--- src/rtl/flb_sar_ctrl.sv ---
// Frequency-lock SAR controller: two 8-step binary searches (band, then matrix)
// driven by a DCO-vs-target comparator, with settle delay and comparator timeout.
module flb_sar_ctrl (
  input  logic       clk,
  input  logic       csr_flb_rst,
  input  logic       csr_flb_start,
  input  logic [3:0] csr_flb_settle,
  input  logic       cmp_vld,
  input  logic       cmp_fast,
  output logic [7:0] s_band,
  output logic [7:0] s_mtrx,
  output logic       cmp_req,
  output logic       busy,
  output logic       done,
  output logic       err
);

  typedef enum logic [2:0] {IDLE, SET, SETTLE, REQ, WAIT, DONE, ERR} state_t;

  // Handshake: cmp_req is a one-cycle request issued in REQ; the comparator answers
  // later with a one-cycle cmp_vld strobe (cmp_fast valid with it), accepted only in WAIT.

  state_t     state, state_nxt;
  logic [7:0] band_nxt, mtrx_nxt;
  logic [2:0] bit_idx, bit_idx_nxt;
  logic       phase, phase_nxt;          // 0 = band, 1 = matrix
  logic [3:0] settle_cnt, settle_cnt_nxt;
  logic [7:0] wait_cnt, wait_cnt_nxt;
  logic       busy_nxt, done_nxt, err_nxt;
  logic [7:0] code_upd;

  assign cmp_req = (state == REQ);

  always_ff @(posedge clk) begin
    if (csr_flb_rst) begin
      state      <= IDLE;
      s_band     <= 8'h00;
      s_mtrx     <= 8'h00;
      bit_idx    <= 3'd7;
      phase      <= 1'b0;
      settle_cnt <= 4'd0;
      wait_cnt   <= 8'd0;
      busy       <= 1'b0;
      done       <= 1'b0;
      err        <= 1'b0;
    end else begin
      state      <= state_nxt;
      s_band     <= band_nxt;
      s_mtrx     <= mtrx_nxt;
      bit_idx    <= bit_idx_nxt;
      phase      <= phase_nxt;
      settle_cnt <= settle_cnt_nxt;
      wait_cnt   <= wait_cnt_nxt;
      busy       <= busy_nxt;
      done       <= done_nxt;
      err        <= err_nxt;
    end
  end

  always_comb begin
    state_nxt      = state;
    band_nxt       = s_band;
    mtrx_nxt       = s_mtrx;
    bit_idx_nxt    = bit_idx;
    phase_nxt      = phase;
    settle_cnt_nxt = settle_cnt;
    wait_cnt_nxt   = wait_cnt;
    busy_nxt       = busy;
    done_nxt       = done;
    err_nxt        = err;
    code_upd       = phase ? s_mtrx : s_band;

    case (state)
      IDLE, DONE, ERR: begin
        if (csr_flb_start) begin
          state_nxt   = SET;
          band_nxt    = 8'h80;
          mtrx_nxt    = 8'h80;
          bit_idx_nxt = 3'd7;
          phase_nxt   = 1'b0;
          done_nxt    = 1'b0;
          err_nxt     = 1'b0;
          busy_nxt    = 1'b1;
        end
      end
      SET: begin
        if (csr_flb_settle == 4'd0) begin
          state_nxt = REQ;
        end else begin
          state_nxt      = SETTLE;
          settle_cnt_nxt = csr_flb_settle;
        end
      end
      SETTLE: begin
        // Counter holds the remaining cycles including the current one.
        if (settle_cnt <= 4'd1) begin
          state_nxt      = REQ;
          settle_cnt_nxt = 4'd0;
        end else begin
          settle_cnt_nxt = settle_cnt - 4'd1;
        end
      end
      REQ: begin
        state_nxt    = WAIT;
        wait_cnt_nxt = 8'd0;
      end
      WAIT: begin
        if (cmp_vld) begin
          code_upd[bit_idx] = cmp_fast;
          if (bit_idx != 3'd0) begin
            code_upd[bit_idx - 3'd1] = 1'b1;
            bit_idx_nxt = bit_idx - 3'd1;
            state_nxt   = SET;
          end else if (!phase) begin
            phase_nxt   = 1'b1;
            mtrx_nxt    = 8'h80;
            bit_idx_nxt = 3'd7;
            state_nxt   = SET;
          end else begin
            state_nxt = DONE;
            done_nxt  = 1'b1;
            busy_nxt  = 1'b0;
          end
          if (phase) mtrx_nxt = code_upd;
          else       band_nxt = code_upd;
          wait_cnt_nxt = 8'd0;
        end else if (wait_cnt == 8'd254) begin
          // This is the 255th silent WAIT cycle.
          state_nxt    = ERR;
          err_nxt      = 1'b1;
          busy_nxt     = 1'b0;
          wait_cnt_nxt = 8'd0;
        end else begin
          wait_cnt_nxt = wait_cnt + 8'd1;
        end
      end
      default: state_nxt = IDLE;
    endcase
  end

endmodule

--- config.mk ---
export PLATFORM = sky130hd
export DESIGN_NAME = flb_sar_ctrl
export DESIGN_NICKNAME = d
export VERILOG_FILES = /design/src/rtl/flb_sar_ctrl.sv
export SDC_FILE = /design/constraint.sdc
export NUM_CORES = 1
export LEC_CHECK = 0
export CORE_AREA = 2 2 82 84
export DETAILED_ROUTE_END_ITERATION = 16
export DIE_AREA = 0 0 84 86
export PLACE_DENSITY = 0.64
export SETUP_SLACK_MARGIN = 0.5
export SYNTH_ARGS = -nofsm -noshare
export SYNTH_HDL_FRONTEND = slang
export SYNTH_SLANG_ARGS = --single-unit
export TNS_END_PERCENT = 1
--- constraint.sdc ---
create_clock -name clk -period 4.9 [get_ports clk]
set_clock_uncertainty 0.05 [all_clocks]
set_input_delay 0.98 -clock clk [delete_from_list [all_inputs] [get_ports clk]]
set_output_delay 0.98 -clock clk [all_outputs]
set_load 0.01 [all_outputs]
Word-level counts from Yosys, hierarchy flattened
Cells that the tools add are included. W data, S select, Z words.

Input port bits: 9. Memories kept: 0. Latch bits: 0. Flip-flop bits (word level): 38. Memory bits (writable): 0. ROM bits: 0. Logic and storage cells: 109.

$add $sub $neg: 3. $mul: 0. Reductions and logical operators: 18. Bitwise gates (word level): 1. Shifts and indexed selects: 0. Equal/unequal tests: 21. Magnitude comparators: 5. Mux-type cells: 51. Div/mod/pow operators: 0.

Operators with widths (number): $mux W8 (10); $pmux W8 S2 (3); $mux W3 (10); $reduce_and A4 Y1 (5); $ne A2 B2 Y1 const B (9); $mux W1 (16); $ne A3 B3 Y1 const B (5); $pmux W3 S5 (1); $reduce_and A5 Y1 (2); $eq A3 B3 Y1 const B (3); $add A8 B1 Y8 const B (1); $bwmux W8 (1); $eq A8 B8 Y1 const B (1); $lt A3 B4 Y1 const B (2); $mux W4 (2); $or A8 B8 Y8 (1); $pmux W1 S2 (4); $pmux W4 S2 (1); $demux W1 S3 (2); $eq A3 B2 Y1 const B (2); $ge A3 B1 Y1 const B (2); $pmux W3 S2 (1); $reduce_bool A2 Y1 (3); $le A4 B1 Y1 const B (1); 10 further kinds (11).

Longest topological paths before layout
Gate-level depths: netlist (run 1).

Depth in word-level cells: 10. Gate-level depth with buffers: 7. Depth with buffers taken out: 6.

Worst setup path before layout (run 1)
No wires, ideal clock.

Path type: input-to-reg. Start: input csr_flb_start. End: register s_mtrx[4]. Cell stages on the path: 5. Arrival time: 2.124 ns. Setup time: 0.117 ns. Setup slack: 2.610 ns. Cell sequence: clkbuf_2 > or4b_1 > o211ai_2 > a21oi_4 > a22o_1.

Longest elaborated chain between the ends: 2.

Ends and longest elaborated chain: from (decl) (RTL line 6) `input logic csr_flb_start,`; $ne A2 B2 Y1 (no line); $reduce_and A4 Y1 (no line); to (signal assigned) (RTL line 49) `s_mtrx <= mtrx_nxt;`; to (decl) (RTL line 11) `output logic [7:0] s_mtrx,`.

No other way between the ends. A chain may end at the register's enable or synchronous reset.

Worst setup path in the final report (run 1)
Start: register state[1]. End: output cmp_req.

Longest elaborated chain between the ends: 1.

Ends and longest elaborated chain: from (decl) (RTL line 23) `state_t state, state_nxt;`; from (signal assigned) (RTL line 47) `state <= state_nxt;`; $eq A3 B2 Y1 (RTL line 32) `assign cmp_req = (state == REQ);`; to (decl) (RTL line 12) `output logic cmp_req,`.

No other way between the ends.

==> results of run 1 <==
[layout make-up]
class	instances	area (um^2)	share of cell area (%)
flip-flops and latches	38	760.7	28.88
clock inverters	3	40.04	1.520
repair buffers	28	280.3	10.64
well taps	77	96.34	3.658
inverters	11	41.29	1.568
multi-input cells	193	1346	51.12
clock buffers	5	68.82	2.613
[logic make-up after synthesis]
kind of cell	share of synthesized area, %
xor gates and xnor gates	0.3938
and+or+nand+nor	22.38
AOI/OAI and AO/OA	26.88
buffers and inverters	5.286
DFF	34.20
adders and majority gates	3.374
muxes	7.480
[stage by stage]
stage	power (mW)	hold slack, ns
5_1_grt	1.011	0.4707
3_5_place_dp	0.6882	0.4127
6_report	0.9452	0.4299
2_1_floorplan	0.6177	0.4042
3_3_place_gp	0.6833	0.4131
4_1_cts	0.9519	0.4233
[layer usage]
metal	share of wire (%)	track usage, %	up-vias
li1	-	-	1008
met1	50	20.45	946
met5	0	0	-
met4	0.35	3.079	0
met2	46	22.62	36
met3	3.1	3.176	2
[worst max-delay path, delay by kind of cell, from the launching register on]
kind,cells,cell delay [ns]
buffers and inverters,1,0.54
AND/OR/NAND/NOR,1,0.29
flip-flops,1,0.73
[how the worst max path moves through the flow]
stage / cells after the start / end
floorplan: 5 / s_mtrx[4]
finish: 2 / cmp_req
CTS: 3 / s_mtrx[5]
detailed placement: 3 / s_mtrx[5]
global placement: 3 / s_mtrx[6]
global route: 3 / s_mtrx[4]
[registers in the layout (all words and copies together) (netlist names)]
register	cells
phase	1
state	3
bit_idx	3
wait_cnt	8
s_band	8
err	1
busy	1
s_mtrx	8
done	1
settle_cnt	4
[layout by cell type, fill, tap and decap left out, types with 2 or more instances in the layout]
cell type        instances
dfxtp_1                 38
clkdlybuf4s50_1         28
a21oi_1                 20
nand2_1                 19
nor2_1                  17
a22o_1                  16
mux2i_1                 11
nor3_1                  11
inv_1                   10
o21ai_0                 10
ha_1                     6
nor3b_1                  5
mux2_2                   5
a22oi_1                  5
clkbuf_8                 5
nand2b_1                 4
nand3b_1                 4
nand3_1                  4
o21a_1                   3
o32ai_1                  3
o21ai_1                  3
o211ai_1                 3
o31ai_1                  3
a211oi_1                 3
or4b_1                   2
nand4b_1                 2
nor2b_1                  2
o221ai_1                 2
or3b_1                   2
and3_1                   2
or2_2                    2
and2_1                   2
a31oi_1                  2
a32oi_1                  2
clkinv_2                 2
[where the power goes]
part | switching (mW) | internal (mW) | leakage [nW]
sequential | 0.0584 | 0.338 | 0.308
combinational | 0.157 | 0.129 | 0.608
clock | 0.113 | 0.150 | 0.0579
==> summary.txt, run 1 <==
Timing
  • Tcrit/Tclk final: 58.58%
  • Fin. Hold Viols: 0
  • RSZ-0062 raised after global routing: false
  • Tightest Pin Transition: 0.9268 ns
  • Worst setup margin: 2.029 ns
  • Max Transition Viols Final: 0
  • Slew HR: 38.02%
  • Final TNS setup: 0 ns
  • Setup violators final: 0
  • F_max: 348.4 MHz
  • Fin crit period: 2.871 ns

Cells and area
  • Post-Layout Inst Area: 2634 um^2
  • Fraction of layout cells with a size suffix above 1: 8.273%
  • Fill cells: 649
  • Nets: 292
  • N_diodes: 0
  • Fin util: 41.96%
  • Non-filler instance count after layout: 355
  • Area Growth Syn to Fin: 18.39%

Yosys
  • Post-Syn Area: 2225 um^2
  • Post-synthesis sequential area ratio: 34.20%
  • Top cells by count, synth: dfxtp_1, a21oi_1, nand2_1
  • Number of flops mapped to enable cells by yosys: 0
  • Net Count, Synth: 274
  • Avg Synthesized Cell Area: 8.589 um^2
  • Cell taking the most area after synthesis: dfxtp_1
  • #FFs+latches synth: 38
  • Share of synthesized flip-flops with an asynchronous set or reset: 0%
  • Primary FF master, synth: dfxtp_1
  • Syn Inst Count: 259
  • Yosys warns: 0
  • Count leader, synth: dfxtp_1
  • Share of the synthesized area in the top cell type: 34.20%
  • Distinct cells, synth: 55
  • Ranking of synthesized cells by area: dfxtp_1, a22o_1, mux2i_1

Global routing
  • Total Routing Usage GR: 14.44%
  • Initial antenna violation count: 0
  • GRT overflow: 0
  • Largest net degree at the start of global routing: 23
  • Vias in the first global route: 1873
  • First-pass GRT wire length: 8811 um

Detailed routing
  • Routed length per instance: 14.50 um
  • Via count: 1992
  • DRC violations left: 0
  • Total wire length: 5149 um
  • TritonRoute pass-1 iters: 4
  • Drt via density: 5.611
  • Antenna-violating nets left: 0
  • Starting DRT DRC Count: 127

Setup path
  • CP max stage delay: 0.73 ns
  • R2R Setup Slk: 2.64 ns
  • WP data arrival: 1.84 ns
  • R2R depth: 4
  • CP Launch Type: flop
  • FF-to-FF Start: state[2]
  • WP data required: 3.87 ns
  • Crit path max-delay cell type: dfxtp_1
  • Critical register-to-register path endpoint: s_mtrx[5]
  • Crit Path Class: reg2out
  • CP max FO: 20
  • Crit-path cells: and3b_1, clkdlybuf4s50_1
  • Crit path launch: state[1]
  • Worst setup EP type: output port

Placement
  • Post-place setup slack: 1.651 ns
  • Placer Congestion: 0.7684
  • Area after DPL: 2525 um^2
  • DP HPWL: 3647 um
  • Placed cell count: 347
  • Number of port buffers: 28

Clock tree
  • Deepest clock path buffer count: 2
  • Setup bufs post-CTS: 0
  • CTS Buf Count: 5
  • H-tree levels: 2
  • Worst-path clk slew: 0.08 ns
  • Hold Buf Count CTS: 0
  • CTS tree: built
  • Clock sink count: 38
  • Root buf cell: clkbuf_8
  • Resized cells post-CTS: 0
  • Worst-Skew Late Latency: 0.28 ns

Floorplanning
  • Core area: 6277 um^2
  • Num rows: 29
  • Starting Density: 35.44%
  • Die area: 7224 um^2
  • Die Width: 84 um
  • Die Ht: 86 um
  • Ports: 29

Worst hold path
  • WHS Path Cells: 2
  • Hold EP: err
  • Worst min path class: reg2reg
  • HP Start: err

Power
  • Pwr per Cell Area: 358.9 nW/um^2
  • Leakage: 0.9739 nW
  • VDD IR max: 0.1528 mV

Job
  • Max_cap viols: 0

Outcome
  • Status: completed
Note: power is estimated with default switching activity, not from simulation.
==> run 2, diff against run 1 <==
PLACE_DENSITY = 0.66   (was 0.64)
clock period = 2.5 ns   (was 4.9 ns; I/O delays follow)
==> run 2 against run 1 <==
  * Clock-buffer cell count increased by 1
  * Sequential power rose by 88%
  * Utilization rose by 2.3 points
  * Worst hold slack lost 0.0081 ns
  * First-iteration DRC count down 39%
  * Cell count increased by 3.1%
  * Die area stayed put
  * Critical path type unchanged
  * Largest power group unchanged
  * Largest cell class unchanged
  * Clock power grew 150%
==> summary.txt, run 2 (synthesis gave the netlist of run 1 again) <==
Cells and area
  • Fraction of layout cells with a size suffix above 1: 14.19% (+5.9 points)
  • Fill cells: 631 (-2.8%)
  • Biggest regs: s_band: 8 flops, s_mtrx: 8 flops, wait_cnt: 8 flops
  • Commonest non-fill, non-tap cell in the layout: dfxtp_1
  • Nets: 303 (+3.8%)
  • N_diodes: 0 (unchanged)
  • Most frequent cells in the layout: dfxtp_1, clkdlybuf4s50_1, a21oi_1
  • Area Growth Syn to Fin: 24.92%

Global routing
  • Initial antenna violation count: 0 (unchanged)
  • Vias in the first global route: 1952 (+4.2%)
  • Total Routing Usage GR: 15.36% (+0.93 points)
  • First-pass GRT wire length: 9156 um (+3.9%)
  • Largest net degree at the start of global routing: 19 (-17%)
  • GRT overflow: 0 (unchanged)

Setup path
  • CP Launch Type: flop
  • Buffers and inverters on the worst path: 1 (unchanged)
  • Crit-path cells: and3b_2, clkdlybuf4s50_1
  • Crit Path Class: reg2out
  • Crit path max-delay cell type: clkdlybuf4s50_1
  • CP max FO: 11 (-45%)
  • WP data arrival: 1.46 ns (-0.38 ns)
  • Worst setup EP type: output port
  • WP data required: 1.95 ns (-1.92 ns)
  • Crit-path leading delay family: buffers and inverters
  • CP max stage delay: 0.53 ns (-0.20 ns)

Power
  • Switching power share of the total: 32.20% (-2.5 points)
  • Internal power: 1.386 mW (+120%)
  • Combinational Power Share: 31.9% (+1.6 points)
  • Total chip power: 2.044 mW (+120%)
  • Leakage: 1.054 nW (+8.2%)
  • P_sw: 0.6582 mW (+100%)
  • Sequential share of power: 36.4% (-5.5 points)
  • Pwr per Cell Area: 735.6 nW/um^2 (+100%)
  • Clock group share of total power: 31.7% (+3.9 points)
  • VDD IR max: 0.2741 mV (+79%)

Timing
  • Max Transition Viols Final: 0 (unchanged)
  • RSZ-0062 raised after global routing: true
  • Worst setup margin: 0.4939 ns (-1.535 ns)
  • Slew HR: 54.15% (+16 points)
  • Tcrit/Tclk final: 80.24%
  • Setup violators final: 0 (unchanged)
  • F_max: 498.5 MHz
  • Fin crit period: 2.006 ns
  • Final TNS setup: 0 ns (unchanged)
  • Tightest Pin Transition: 0.6819 ns (-0.2449 ns)
  • Fin. Hold Viols: 0 (unchanged)

Floorplanning
  • Core area: 6277 um^2 (unchanged)
  • Die area: 7224 um^2 (unchanged)
  • Ports: 29 (unchanged)
  • Die Width: 84 um (unchanged)
  • Die Ht: 86 um (unchanged)
  • Num rows: 29 (unchanged)
  • Starting Density: 35.44% (unchanged)

Placement
  • Placer Congestion: 0.8418 (+9.6%)
  • DP HPWL: 3778 um (+3.6%)
  • Number of port buffers: 28 (unchanged)
  • Post-place setup slack: 0.07297 ns (-1.578 ns)

Detailed routing
  • Drt via density: 5.587 (-0.42%)
  • Via count: 2045 (+2.7%)
  • Starting DRT DRC Count: 78 (-39%)
  • TritonRoute pass-1 iters: 4 (unchanged)
  • Routed length per instance: 14.33 um (-1.2%)
  • Total wire length: 5244 um (+1.8%)
  • DRC violations left: 0 (unchanged)
  • Antenna-violating nets left: 0 (unchanged)

Clock tree
  • Root buf cell: clkbuf_8
  • CTS tree: built
  • Clock sink count: 38 (unchanged)
  • H-tree levels: 2 (unchanged)
  • Deepest clock path buffer count: 2 (unchanged)
  • CTS Buf Count: 5 (unchanged)
  • Worst-Skew Late Latency: 0.30 ns (+0.02 ns)
  • Worst-path clk slew: 0.07 ns (about the same)

Worst hold path
  • Worst min path class: reg2reg

Outcome
  • Status: completed

Job
  • Max_cap viols: 0 (unchanged)
## run 2: cell count changes in the layout (fill, tap and decap cells not counted), sizes merged
| cell | before | now |
|---|---|---|
| buf | 0 | 11 |
| bufinv | 1 | 2 |
| clkbuf | 5 | 6 |
| clkdlybuf4s50 | 28 | 27 |
| clkinv | 3 | 1 |
| dlymetal6s2s | 0 | 1 |
## run 2: layer usage
metal  vias to the layer above  part of all wire, %  global-route usage, %
li1                       1021                    -                      -
met1                       978                   48                  19.86
met2                        40                   46                  25.53
met3                         6                  4.9                  4.427
met4                         0                 0.92                  3.519
met5                         -                    0                      0
## run 2: worst paths after layout
path	from	end	slack [ns]	cells past startpoint
max	state[1]	cmp_req	0.49	2
min	err	err	0.42	2
min reg2reg	err	err	0.42	2
max reg2reg	state[0]	s_mtrx[3]	0.59	5
## run 2: final cells by class
cell class	instances	area [um^2]	share of cell area, %
Tap cell	77	96.34	3.467
Timing Repair Buffer	39	362.8	13.06
Sequential cell	38	770.7	27.74
Clock inverter	2	60.06	2.161
Inverter	11	41.29	1.486
Multi-Input combinational cell	193	1365	49.12
Clock buffer	6	82.58	2.972
## run 2: per-stage QoR
| stage | instance area (um^2) | hold WS (ns) | util (%) | std cells |
|---|---|---|---|---|
| 2_1_floorplan | 2226 | 0.4042 | - | 259 |
| 3_3_place_gp | 2577 | 0.4025 | 41.06 | 354 |
| 3_5_place_dp | 2577 | 0.4144 | 41.06 | 354 |
| 4_1_cts | 2749 | 0.4246 | 43.79 | 364 |
| 5_1_grt | 2779 | 0.4623 | 44.27 | 366 |
| 6_report | 2779 | 0.4218 | 44.27 | 366 |
## run 2: worst min-delay path, cell delays in order (launching register included)
cell and delay, ns:
dfxtp_1 0.32, nand2_1 0.06, o22ai_1 0.05
## run 2: timing repair
item / CTS / global route
buffers inserted: 2 / 2
hold buffers: 0 / 0
hold endpoints to repair: 0 / 0
pin swaps: 1 / 0
setup endpoints to repair: 19 / 23
gates resized for setup: 6 / 5
## run 2: power by group through the flow
stage	Clock, mW	Sequential [mW]	Combinational, mW
after global placement	0	0.782	0.563
after detailed placement	0	0.781	0.571
after global routing	0.686	0.754	0.740
final	0.647	0.744	0.653
after CTS	0.666	0.765	0.598
after floorplan	0	0.723	0.487
==> run 3, diff against run 2 <==
clock period = 1.8 ns   (was 2.5 ns; I/O delays follow)
==> run 3 against run 2 <==
  * Via count is 4.3% higher
  * Utilization grew 3.8 points
  * First-iteration DRC count grew 5.1%
  * Die area is the same
  * Clock power rose by 35%
  * Non-clock buffer count rose by 27
  * Worst setup slack got worse by 0.42 ns
  * Critical path depth increased by 2
  * Global-route usage hardly changed
  * Combinational power up 72%
  * Largest power group is now combinational cells
  * Register-to-register slack got worse by 0.51 ns
==> summary.txt, run 3 (synthesis gave the netlist of run 1 again) <==
Setup path
  • CP max stage delay: 0.40 ns (-0.13 ns)
  • Crit-path cells: or3b_4, or3_4, a21oi_4, a22o_1
  • Crit Path Class: reg2reg
  • Worst setup EP type: flop
  • WP data arrival: 1.91 ns (+0.45 ns)
  • CP max FO: 7 (-4)
  • Crit path max-delay cell type: or3b_4
  • CP Launch Type: flop
  • WP data required: 1.99 ns (+0.04 ns)

Global routing
  • First-pass GRT wire length: 9197 um (+0.45%)
  • GRT overflow: 0 (unchanged)
  • Largest net degree at the start of global routing: 16 (-3)
  • Total Routing Usage GR: 15.34% (-0.019 points)
  • Vias in the first global route: 2021 (+3.5%)
  • Initial antenna violation count: 0 (unchanged)

Floorplanning
  • Core area: 6277 um^2 (unchanged)
  • Die Ht: 86 um (unchanged)
  • Ports: 29 (unchanged)
  • Die area: 7224 um^2 (unchanged)
  • Die Width: 84 um (unchanged)
  • Num rows: 29 (unchanged)
  • Starting Density: 35.44% (unchanged)

Detailed routing
  • Starting DRT DRC Count: 82 (+5.1%)
  • TritonRoute pass-1 iters: 4 (unchanged)
  • Via count: 2132 (+4.3%)
  • Routed length per instance: 13.90 um (-3.0%)
  • Drt via density: 5.425 (-2.9%)
  • Antenna-violating nets left: 0 (unchanged)
  • DRC violations left: 0 (unchanged)
  • Total wire length: 5461 um (+4.1%)

Cells and area
  • Nets: 330 (+8.9%)
  • Area Growth Syn to Fin: 35.55%
  • N_diodes: 0 (unchanged)
  • Biggest regs: s_band: 8 flops, s_mtrx: 8 flops, wait_cnt: 8 flops
  • Fin util: 48.04% (+3.8 points)
  • Commonest non-fill, non-tap cell in the layout: buf_4
  • Most frequent cells in the layout: buf_4, dfxtp_1, clkdlybuf4s50_1
  • Fraction of layout cells with a size suffix above 1: 23.73% (+9.5 points)

Placement
  • Post-place setup slack: -0.3444 ns (-0.4173 ns)
  • DP HPWL: 3949 um (+4.5%)
  • Number of port buffers: 28 (unchanged)
  • Placer Congestion: 0.8335 (-0.99%)

Clock tree
  • CTS Buf Count: 5 (unchanged)
  • Clock sink count: 38 (unchanged)
  • Hold Buf Count CTS: 0 (unchanged)
  • Deepest clock path buffer count: 2 (unchanged)
  • Worst-Skew Late Latency: 0.29 ns (about the same)
  • Worst-path clk slew: 0.08 ns (about the same)
  • H-tree levels: 2 (unchanged)
  • Root buf cell: clkbuf_8
  • CTS tree: built

Timing
  • Tightest Pin Transition: 0.4195 ns (-0.2624 ns)
  • Slew HR: 71.87% (+18 points)
  • RSZ-0062 raised after global routing: true
  • Worst setup margin: 0.07741 ns (-0.4165 ns)
  • F_max: 580.5 MHz
  • Max Transition Viols Final: 0 (unchanged)
  • Fin crit period: 1.723 ns
  • Tcrit/Tclk final: 95.70%
  • Setup violators final: 0 (unchanged)
  • Fin. Hold Viols: 0 (unchanged)

Worst hold path
  • Worst min path class: reg2reg

Job
  • Max_cap viols: 0 (unchanged)

Outcome
  • Status: completed

Power
  • Pwr per Cell Area: 999.4 nW/um^2 (+36%)
  • Leakage: 1.182 nW (+12%)
  • VDD IR max: 0.4943 mV (+80%)
-- run 3: changes by cell type in the layout (fill, tap and decap cells not counted), sizes merged --
cell	before	now
clkinv	1	2
clkbuf	6	5
dlymetal6s2s	1	0
dlygate4sd2	0	3
buf	11	38
clkdlybuf4s50	27	25
-- run 3: per-layer routing --
| layer | track usage (%) | vias to the layer above | wire [um] |
|---|---|---|---|
| li1 | - | 1082 | - |
| met1 | 19.35 | 1001 | 2618 |
| met2 | 26.84 | 42 | 2569 |
| met3 | 3.754 | 7 | 228 |
| met4 | 3.079 | 0 | 44 |
| met5 | 0 | - | 0 |
-- run 3: area by class of cell --
cell class | count | area, um^2
repair buffers | 66 | 575.6
fillers | 627 | 3262
clock inverters | 3 | 68.82
multi-input cells | 193 | 1394
well taps | 77 | 96.34
flip-flops and latches | 38 | 770.7
clock buffers | 5 | 68.82
inverters | 11 | 41.29
-- run 3: worst paths after layout --
path	start	endpoint	slack, ns	cells past startpoint
worst max-delay path	state[0]	s_mtrx[1]	0.08	4
worst min-delay path	err	err	0.42	2
worst max register to register	state[0]	s_mtrx[1]	0.08	4
worst min register to register	err	err	0.42	2
-- run 3: critical path: cells and delay by family (launching register included) --
family | cells | cell delay (ns)
AOI/OAI and AO/OA | 2 | 0.46
DFF | 1 | 0.37
and+or+nand+nor | 2 | 0.79
-- run 3: timing repair --
item                                    4_1_cts  5_1_grt
cloned                                        1        0
pin swaps                                     6        2
endpoints found under the setup margin       58       58
gates resized for setup                      12        4
setup buffers                                 5        0
-- run 3: where the power goes --
part	switching [mW]	internal, mW
logic	0.566	0.556
registers	0.0913	0.930
clock network	0.315	0.555
total	0.972	2.04
-- run 3: stage by stage --
stage               hold slack, ns  area (um^2)  instances  TNS, ns  total power [mW]
finish                      0.4210         3015        393        0             3.013
global route                0.4549         3015        393        0             3.189
CTS                         0.4218         3003        393        0             3.026
detailed placement          0.4108         2804        379   -8.744             2.077
global placement            0.4129         2804        379   -8.047             2.056
floorplan                   0.4042         2262        259        0             1.709
